==> config.mk <==
export PLATFORM = sky130hd
export DESIGN_NAME = reset_sequencer
export DESIGN_NICKNAME = d
export VERILOG_FILES = /design/src/rtl/reset_sequencer.sv
export SDC_FILE = /design/constraint.sdc
export NUM_CORES = 1
export LEC_CHECK = 0
export CAP_MARGIN = 0
export CORE_AREA = 2 2 52 54
export DETAILED_ROUTE_END_ITERATION = 7
export DIE_AREA = 0 0 54 56
export PLACE_DENSITY = 0.54
export SYNTH_ARGS = -nofsm -noshare
export SYNTH_HDL_FRONTEND = slang
export SYNTH_SLANG_ARGS = --single-unit
==> constraint.sdc <==
create_clock -name clk -period 1.7 [get_ports clk]
set_clock_uncertainty 0.1 [all_clocks]
set_input_delay 0.34 -clock clk [delete_from_list [all_inputs] [get_ports clk]]
set_output_delay 0.34 -clock clk [all_outputs]
set_load 0.01 [all_outputs]
==> src/rtl/reset_sequencer.sv <==
// reset_sequencer: staged release of NUM_CH active-low channel resets after a
// minimum hold time. Channels are released in ascending order, STAGE_GAP cycles
// apart, and ready/busy report when the whole sequence has completed.
// An accepted software reset request restarts the sequence.
// Build option RST_SEQ_REVERSE_ASSERT_EN: a software reset first asserts the
// channels in descending order, STAGE_GAP cycles apart, and only then restarts
// the release sequence. Without it all channels are asserted at once.
module reset_sequencer #(
  parameter int unsigned NUM_CH    = 4,
  parameter int unsigned MIN_HOLD  = 8,
  parameter int unsigned STAGE_GAP = 4
) (
  input  logic              clk,
  input  logic              rst_n,
  input  logic              sw_rst_req,
  output logic [NUM_CH-1:0] ch_rst_n,
  output logic              ready,
  output logic              busy
);

  // One counter serves both the hold phase and the stage gaps.
  localparam int unsigned MAX_CNT = (MIN_HOLD > STAGE_GAP) ? MIN_HOLD : STAGE_GAP;
  localparam int unsigned CNT_W   = $clog2(MAX_CNT + 1);
  localparam int unsigned IDX_W   = $clog2(NUM_CH + 1);

  localparam logic [CNT_W-1:0] HOLD_LAST = CNT_W'(MIN_HOLD - 1);
  localparam logic [CNT_W-1:0] GAP_LAST  = CNT_W'(STAGE_GAP - 1);
  localparam logic [IDX_W-1:0] IDX_ALL   = IDX_W'(NUM_CH);
  localparam logic [IDX_W-1:0] IDX_ONE   = IDX_W'(1);

`ifdef RST_SEQ_REVERSE_ASSERT_EN
  typedef enum logic [1:0] {
    HOLD     = 2'd0,
    RELEASE  = 2'd1,
    RUN      = 2'd2,
    SHUTDOWN = 2'd3
  } state_t;
`else
  typedef enum logic [1:0] {
    HOLD    = 2'd0,
    RELEASE = 2'd1,
    RUN     = 2'd2
  } state_t;
`endif

  state_t           state;
  logic [CNT_W-1:0] cnt;
  // RELEASE: index of the next channel to release.
  // SHUTDOWN: number of channels still released.
  logic [IDX_W-1:0] idx;

  // Sequencer FSM with registered channel resets, ready and busy.
  always_ff @(posedge clk) begin
    if (!rst_n) begin
      state    <= HOLD;
      cnt      <= '0;
      idx      <= '0;
      ch_rst_n <= '0;
      ready    <= 1'b0;
      busy     <= 1'b1;
    end else begin
      case (state)
        HOLD: begin
          if (cnt == HOLD_LAST) begin
            cnt         <= '0;
            idx         <= IDX_ONE;
            ch_rst_n[0] <= 1'b1;
            state       <= RELEASE;
          end else begin
            cnt <= cnt + CNT_W'(1);
          end
        end

        RELEASE: begin
          if (idx == IDX_ALL) begin
            cnt   <= '0;
            ready <= 1'b1;
            busy  <= 1'b0;
            state <= RUN;
          end else if (cnt == GAP_LAST) begin
            cnt <= '0;
            idx <= idx + IDX_W'(1);
            for (int unsigned i = 0; i < NUM_CH; i++) begin
              if (idx == IDX_W'(i)) begin
                ch_rst_n[i] <= 1'b1;
              end
            end
          end else begin
            cnt <= cnt + CNT_W'(1);
          end
        end

        RUN: begin
          if (sw_rst_req) begin
            cnt   <= '0;
            ready <= 1'b0;
            busy  <= 1'b1;
`ifdef RST_SEQ_REVERSE_ASSERT_EN
            ch_rst_n[NUM_CH-1] <= 1'b0;
            if (NUM_CH == 1) begin
              idx   <= '0;
              state <= HOLD;
            end else begin
              idx   <= IDX_W'(NUM_CH - 1);
              state <= SHUTDOWN;
            end
`else
            ch_rst_n <= '0;
            idx      <= '0;
            state    <= HOLD;
`endif
          end
        end

`ifdef RST_SEQ_REVERSE_ASSERT_EN
        SHUTDOWN: begin
          if (cnt == GAP_LAST) begin
            cnt <= '0;
            idx <= idx - IDX_W'(1);
            for (int unsigned i = 0; i < NUM_CH; i++) begin
              if (idx == IDX_W'(i + 1)) begin
                ch_rst_n[i] <= 1'b0;
              end
            end
            if (idx == IDX_ONE) begin
              state <= HOLD;
            end
          end else begin
            cnt <= cnt + CNT_W'(1);
          end
        end
`endif

        default: begin
          state    <= HOLD;
          cnt      <= '0;
          idx      <= '0;
          ch_rst_n <= '0;
          ready    <= 1'b0;
          busy     <= 1'b1;
        end
      endcase
    end
  end

endmodule

==> reports/metrics.csv <==
stage,metric,value,unit
cells_and_area,antenna_cells,0,
logic_synthesis,synth.avg_cell_area,9.267,sq um
power,powerDensity,610.4,nW/um^2
logic_synthesis,synth_top_family_by_area,simple AND/OR/NAND/NOR gates,
setup_path,critical_path_depth,1,
worst_hold_path,hp-class,flip-flop to flip-flop,
logic_synthesis,synthAdderAreaFrac,8.439,%
clock_network,cts_tree,built,
logic_synthesis,synth_fp_nets,105,
status,status,"complete, no violations",
setup_path,crit_chain,clkdlybuf4s50_1,
floorplan,initial_core_util,36.57,%
placed_design,hpwl,1452,microns
global_routing,grt_pass1_vias,732,
route,dr_total_vias,758,
route,drc,0,
global_routing,grt_pass1_wl,3291,microns
sta,tightest_slew,0.4446,ns
clock_network,cts_root_buf,clkbuf_4,
power,leakagePower,0.3544,nW
route,drt-initial-drc-count,9,
setup_path,path_class,flip-flop to output port,
setup_path,cp-startpoint,busy,
cells_and_area,fill_cells,243,
sta,layout_min_cycle_time,1.644,ns
cells_and_area,multi_input_area,554.3,sq um
logic_synthesis,syn-cell-area,889.6,sq um
setup_path,crit_path_end,busy,
sta,post-route-period-util,96.72,%
setup_path,worst_setup_path_end_kind,output port,
clock_network,cts_buffers,3,
setup_path,reg2reg_slack,0.16,ns
power,max-vdd-ir-drop,351.0,uV
setup_path,reg2reg_depth,4,
sta,grt_setup_unrepaired,false,
sta,max_freq,0.6082,GHz
setup_path,start_kind,flip-flop,
setup_path,reg2reg_from,cnt[1],
setup_path,worst-path-buf-inv,1,
floorplan,core_region_area,2432,sq um
logic_synthesis,synth_enable_flop_cells,0,
clock_network,clk-insertion-delay-late,0.29,ns
logic_synthesis,ys_seq_area_share,33.76,%
setup_path,crit_path_top_delay_cell,clkdlybuf4s50_1,
sta,hold_viol_final,0,
clock_network,holdBufCountCts,0,
sta,setup_viol,0,
logic_synthesis,async_flop_share,0,%
sta,relSlewSlack,70.32,%
logic_synthesis,synth_mux_area_share,1.125,%
cells_and_area,fin_nets,119,
global_routing,antenna_found_initial,0,
global_routing,grt_util_all_layers,14.64,%
setup_path,arrival,1.20,ns
sta,drv_slew,0,
cells_and_area,area_growth,19.55,%
floorplan,io-pin-count,9,
route,viasPerCell,5.453,
logic_synthesis,synthFlopType,dfxtp_1,
power,finalPower,649.2,uW
setup_path,max_stage_delay,0.55,ns
clock_network,clockBufferDepth,2,
route,first_pass_iters,4,
logic_synthesis,synth-xor-area-share,1.969,%
setup_path,critPathRequiredTime,1.26,ns
clock_network,clock-sinks,15,
flow_run,maxCapViolCount,0,
logic_synthesis,synth_compound_area_share,22.36,%
setup_path,cp_top_family,buffers and inverters,
logic_synthesis,yosys_register_bits,15,
logic_synthesis,post_synth_and_or_nand_nor_area_fraction,27.14,%
floorplan,num_rows,18,
cells_and_area,finish.utilization,43.72,%
route,antenna_left,0,
clock_network,postCtsSetupBuffers,0,
cells_and_area,post_route_cells_drive_above_1_share,16.51,%
clock_network,htreeDepth,1,
global_routing,overflow,0,
cells_and_area,ff_latch_area,300.3,sq um
logic_synthesis,yosys_warnings,0,
floorplan,die_area,3024,sq um
floorplan,die_h,56,microns
route,wirelength,1941,microns
clock_network,cts.clk_slew.worst_paths,0.10,ns
setup_path,worstReg2RegEnd,ch_rst_n[0],
setup_path,crit_fanout,3,
logic_synthesis,synth_cell_types,43,
sta,fin_tns_setup,0,ns
placed_design,io_buffers,8,
route,wl_per_cell,13.96,microns
floorplan,dieWidth,54,microns
placed_design,gp_congestion,0.7685,
global_routing,grt_max_degree,14,
logic_synthesis,syn_inst,96,
==> per-stage QoR <==
step	worst slack, ns	area [sq um]	instances	hold WS [ns]
floorplan	0.2675	889.6	96	0.3641
global placement	0.03451	1026	135	0.3410
detailed placement	0.01765	1026	135	0.3622
CTS	0.04855	1052	139	0.3786
global route	0.004232	1064	139	0.3951
finish	0.05568	1064	139	0.3741
==> cells in the mapped netlist (2+ instances only) <==
library cell,instances,area [sq um]
nor2_1,3,11.26
a211o_2,2,20.02
nand4_1,3,18.77
nand2_1,12,45.04
nor2b_1,3,18.77
inv_1,4,15.01
a32oi_1,2,17.52
ha_1,6,75.07
xnor2_1,2,17.52
a21boi_0,2,15.01
nand3_1,5,25.02
o21ai_0,2,10.01
a21boi_1,3,22.52
buf_6,2,22.52
dfxtp_1,15,300.3
and2_1,2,12.51
o221ai_1,2,17.52
==> registers in the layout (all words and copies together), names as in the netlist <==
register / count
ready: 1
state: 2
busy: 1
ch_rst_n: 4
idx: 3
cnt: 4
==> cells in the final DEF (no fill, tap or decap), types with 2 or more instances in the layout <==
cell type,count
inv_1,4
xnor2_1,2
nor2_1,3
a32oi_1,2
clkbuf_4,3
o221ai_1,2
a21boi_1,3
nand3_1,5
a211o_2,2
nor2b_1,3
nand2_1,12
ha_1,5
buf_4,4
clkdlybuf4s50_1,8
a21boi_0,2
o21ai_0,2
dfxtp_1,15
and2_1,2
nand4_1,3
==> power by group <==
group / internal (mW) / switching, mW
registers: 0.359 / 0.0105
clock network: 0.0912 / 0.122
logic: 0.0367 / 0.0305
==> final cells by class <==
type / instances / area share, %
timing repair buffer: 13 / 12.24
clock buffer: 4 / 2.471
tap: 30 / 3.529
sequential: 15 / 28.24
inverter: 4 / 1.412
multi-input combinational: 73 / 52.12
==> worst min-delay path by stage <==
stage | start | end | slack, ns | depth (start not counted)
after floorplan | cnt[0] | cnt[0] | 0.36 | 1
after global placement | ch_rst_n[3] | ch_rst_n[3] | 0.34 | 2
after detailed placement | ch_rst_n[3] | ch_rst_n[3] | 0.36 | 2
after CTS | ch_rst_n[3] | ch_rst_n[3] | 0.38 | 2
after global routing | ch_rst_n[3] | ch_rst_n[3] | 0.40 | 2
final | ch_rst_n[1] | ch_rst_n[1] | 0.37 | 2
==> cell families (layout without fill, tap and decap cells) <==
group | Yosys count | after routing
compound gates | 25 | 25
xor+xnor | 2 | 2
fa+ha+maj | 6 | 6
buf+inv | 8 | 21
flops | 15 | 15
mux | 1 | 1
simple gates | 39 | 39
==> metal layers <==
layer	wire length [microns]	global-route usage, %
met5	0	0
met3	44	3.226
met4	29	5.357
met1	934	20.29
met2	933	21.78
==> what timing repair did <==
action,4_1_cts,5_1_grt
gates resized for setup,0,2
setup endpoints to repair,0,4
endpoints found under the hold margin,0,0
Power figures use the tool's default switching activity.
==> patch 1: new RTL, config.mk and constraints unchanged <==
Encoding of `state_t`: now one-hot (3 bits for 3 states).
--- a/src/rtl/reset_sequencer.sv
+++ b/src/rtl/reset_sequencer.sv
@@ -38,6 +38,6 @@
 `else
-  typedef enum logic [1:0] {
-    HOLD    = 2'd0,
-    RELEASE = 2'd1,
-    RUN     = 2'd2
+  typedef enum logic [2:0] {
+    HOLD    = 3'b001,
+    RELEASE = 3'b010,
+    RUN     = 3'b100
   } state_t;
Behaviour: same outputs for any inputs over 10 cycles, from zero or initial values and one cycle with rst_n low; not proved beyond that.
==> patch 1 against the unedited design <==
- worst setup slack lost 37 ps
- hold slack improved by 0.78 ps
- global-route usage down 0.060 points
- cell count grew 5.8%
- area after synthesis fell by 0.14%
- sequential cell count rose by 1
- design area up 9.6%
- wire length up 2.0%
- critical path type is now flip-flop to flip-flop
Power is not compared: it rests on default switching activity, and its combinational part moved more than twofold at a synthesized area within 25%.
==> patch 1: results (changes against the unedited design) <==
[worst_setup_path]
reg2regPathDepth = 5  ; +1
crit_arrival_ps = 1780  ; +580 ps
reg2reg_slack_ps = 20  ; -140 ps
rr_endpoint = idx[0]
critPathMaxFanout = 7  ; +4

[global_routing]
grt_max_degree = 10  ; -4
grtUsageTotal = 0.146  ; -0.000597
first_global_vias = 751  ; +2.6%
grt_pass1_wl_mm = 3.32  ; +0.82%

[synth]
synth_cell_type_count = 36  ; -16%
avgSynthCellArea_um2 = 9.87  ; +6.5%
seq_area_frac_synth = 0.361  ; +0.0230
synth_top_cells_by_area = dfxtp_1 (36%), ha_1 (8.5%), a21oi_1 (3.9%)
synthesis.nets = 99  ; -5.7%

[routing]
drt_iter0_drc = 15  ; +6
vias_per_cell = 5.16  ; -5.4%
routed_wl_mm = 1.98  ; +2.0%

[cells_and_area]
drive_above_1_share = 0.308  ; +0.143
fillers = 255  ; +4.9%
fin_nets = 127  ; +6.7%
reg_top3 = ch_rst_n: 4 flops, cnt: 4 flops

[placement]
place_congestion = 0.759  ; -1.2%
port_buffers = 8  ; unchanged
dp_hpwl_mm = 1.46  ; +0.60%
dp_cells = 142  ; +5.2%

[status]
status = finished, final reports clean

[sta]
maxSlewHeadroom = 0.731  ; +0.0275

[worst_hold_path]
whs_endpoint = busy
hp-start = busy
whs_path_depth = 1  ; -1

[clocking]
clock_latency_ps = 290  ; about the same

patch 1: cell count changes after synthesis, moves of 4 or more:
cell,change
nand3_1,-4
o21a_1,+4
a21oi_1,+6
nand2_1,-5
patch 1: what timing repair did:
| action | 4_1_cts | 5_1_grt |
|---|---|---|
| resized for setup | 0 | 5 |
| setup buffers | 0 | 1 |
| setup endpoints to repair | 0 | 11 |
patch 1: per-stage QoR:
step                       util  area, µm²  worst slack, ps  hold slack [ps]  TNS [ps]
after floorplan               -        888              111              357         0
after global placement    0.457       1110             -178              342     -1910
after detailed placement  0.457       1110             -191              344     -2090
after CTS                 0.472       1150             45.9              377         0
after global routing      0.479       1170            -55.2              408      -272
final                     0.479       1170             18.5              375         0
patch 1: cells by family (layout without fill, tap and decap cells):
| family | Yosys count | after routing | share of synthesized area |
|---|---|---|---|
| AO/OA/AOI/OAI | 29 | 29 | 0.252 |
| AND/OR/NAND/NOR | 31 | 31 | 0.259 |
| buffers and inverters | 7 | 34 | 0.0338 |
| adder cells (fa/ha/maj) | 6 | 6 | 0.0845 |
| XOR/XNOR | 1 | 1 | 0.00986 |
| flip-flops | 16 | 16 | 0.361 |
patch 1: power groups by stage:
stage / sequential (W) / combinational, W / clock, W
after floorplan: 0.000547 / 0.000410 / 0
after global placement: 0.000551 / 0.000730 / 0
after detailed placement: 0.000552 / 0.000724 / 0
after CTS: 0.000547 / 0.000731 / 0.000263
after global routing: 0.000568 / 0.000809 / 0.000275
final: 0.000555 / 0.000734 / 0.000265
patch 1: worst max path at each step:
stage	from	endpoint	slack, ps	cells after the start
6_report	cnt[0]	idx[0]	20	5
5_1_grt	cnt[1]	ch_rst_n[3]	-60	6
4_1_cts	state[0]	idx[1]	50	4
3_5_place_dp	sw_rst_req	busy	-190	6
3_3_place_gp	sw_rst_req	cnt[2]	-180	5
2_1_floorplan	cnt[0]	idx[1]	110	5
patch 1: area by class of cell:
cell class / count / area share
timing repair buffer: 24 / 0.175
clock buffer: 4 / 0.0311
sequential: 16 / 0.278
multi-input combinational: 67 / 0.465
tap: 30 / 0.0322
inverter: 6 / 0.0193
patch 1: worst max-delay path, cell delays in order, from the launching register on:
cell,delay [ps]
dfxtp_2,350
ha_1,170
or3b_4,410
o21ai_4,260
a21oi_1,110
o21a_1,200
patch 1: routing by layer:
layer  vias up  wire, µm  global-route usage
met1       353       947               0.200
met5         -         0                   0
met3         4        59              0.0161
met2        16       947               0.230
li1        385         -                   -
met4         0        26              0.0536
==> patch 2: new RTL, config.mk and constraints unchanged <==
Without the edit above. The parameter `MIN_HOLD` goes from 8 to 4.
--- a/src/rtl/reset_sequencer.sv
+++ b/src/rtl/reset_sequencer.sv
@@ -9,3 +9,3 @@
   parameter int unsigned NUM_CH    = 4,
-  parameter int unsigned MIN_HOLD  = 8,
+  parameter int unsigned MIN_HOLD  = 4,
   parameter int unsigned STAGE_GAP = 4
Function: changed (Yosys sat finds a counterexample within 10 cycles, from zero or initial values and one cycle with rst_n low).
==> patch 2 against the unedited design <==
- die area unchanged
- non-clock buffer count shrank 2
- count of clock-buffer cells in the layout did not move
- sequential power down 3%
- area after synthesis shrank 17%
- total power rose by 11%
- sequential cell count down 1
- wire length fell by 31%
- worst setup slack improved by 28 ps
- design area down 15%
- register-to-register slack better by 30 ps
- highest routed layer unchanged
==> patch 2: results (changes against the unedited design) <==
[routing]
wl_met3_um = 63  ; +43%
drt_iter0_drc = 5  ; -4
wl_met1_um = 642  ; -31%
wl_met2_um = 591  ; -37%
post_drt_wl_per_cell_um = 10.8  ; -22%
routed_wl_mm = 1.33  ; -31%

[synth]
synth_cell_type_count = 33  ; -23%
synth_fa_ha_area_frac = 0.102  ; +0.0171
synth_top_cells_by_area = dfxtp_1 (38%), ha_1 (10%), mux2i_1 (4.1%)
synthesis.nets = 89  ; -15%
seq_area_frac_synth = 0.379  ; +0.0415
avgSynthCellArea_um2 = 9.24  ; -0.25%
synth_mux_area_frac = 0.0558  ; +0.0446

[placement]
preCtsSetupSlack_ps = 38.7  ; +21.1 ps
place_congestion = 0.683  ; -11%
place_area_um2 = 871  ; -15%
dp_cells = 119  ; -12%
dp_hpwl_mm = 1.07  ; -26%

[cells_and_area]
fin_nets = 103  ; -13%
inv_count = 6  ; +2
drive_above_1_share = 0.172  ; +0.00691
fillers = 254  ; +4.5%
multi_input_area_share = 0.472  ; -0.0495
buffers = 11  ; -2
layout.nonclk_buf_frac = 0.113  ; -0.00925
reg_top3 = ch_rst_n: 4 flops, cnt: 3 flops, idx: 3 flops
clock_cell_area_share = 0.0400  ; +0.0153
seq-cell-share = 0.309  ; +0.0266

[status]
status = finished, final reports clean

[global_routing]
grt_util_met2 = 0.159  ; -0.0592
grt_pass1_wl_mm = 2.28  ; -31%
met3_usage = 0.0403  ; +0.00806
first_global_vias = 547  ; -25%
grtUsageTotal = 0.103  ; -0.0436
grt.met1_usage = 0.119  ; -0.0837
grt_max_degree = 11  ; -3

[power]
p_leak_nw = 0.371  ; +4.6%
ir_drop_uv = 508  ; +45%

[worst_setup_path]
crit_arrival_ps = 1180  ; -20 ps

[clocking]
numClockSinks = 14  ; -1
clk_pin_slew_ps = 80  ; -20 ps
clock_latency_ps = 280

patch 2: cell types whose count changed in the layout (fill, tap and decap cells not counted), sizes merged, moves of 3 or more:
cell    unedited run  this run
nand4              3         0
a21boi             5         1
nand2             12         9
a31oi              1         4
nor2               3         6
nand3              5         1
patch 2: power breakdown:
part / switching [W] / total (W) / leakage (nW) / internal (W)
combinational: 0.0000602 / 0.000123 / 0.236 / 0.0000628
sequential: 0.0000124 / 0.000358 / 0.114 / 0.000345
clock: 0.000110 / 0.000241 / 0.0210 / 0.000130
total: 0.000183 / 0.000722 / 0.371 / 0.000539
patch 2: worst paths after layout:
path	slack, ps	cells past startpoint	from	to
setup / recovery	80	1	ready	ready
hold / removal	390	2	ch_rst_n[2]	ch_rst_n[2]
setup reg to reg	190	6	idx[1]	idx[0]
hold reg to reg	390	2	ch_rst_n[2]	ch_rst_n[2]
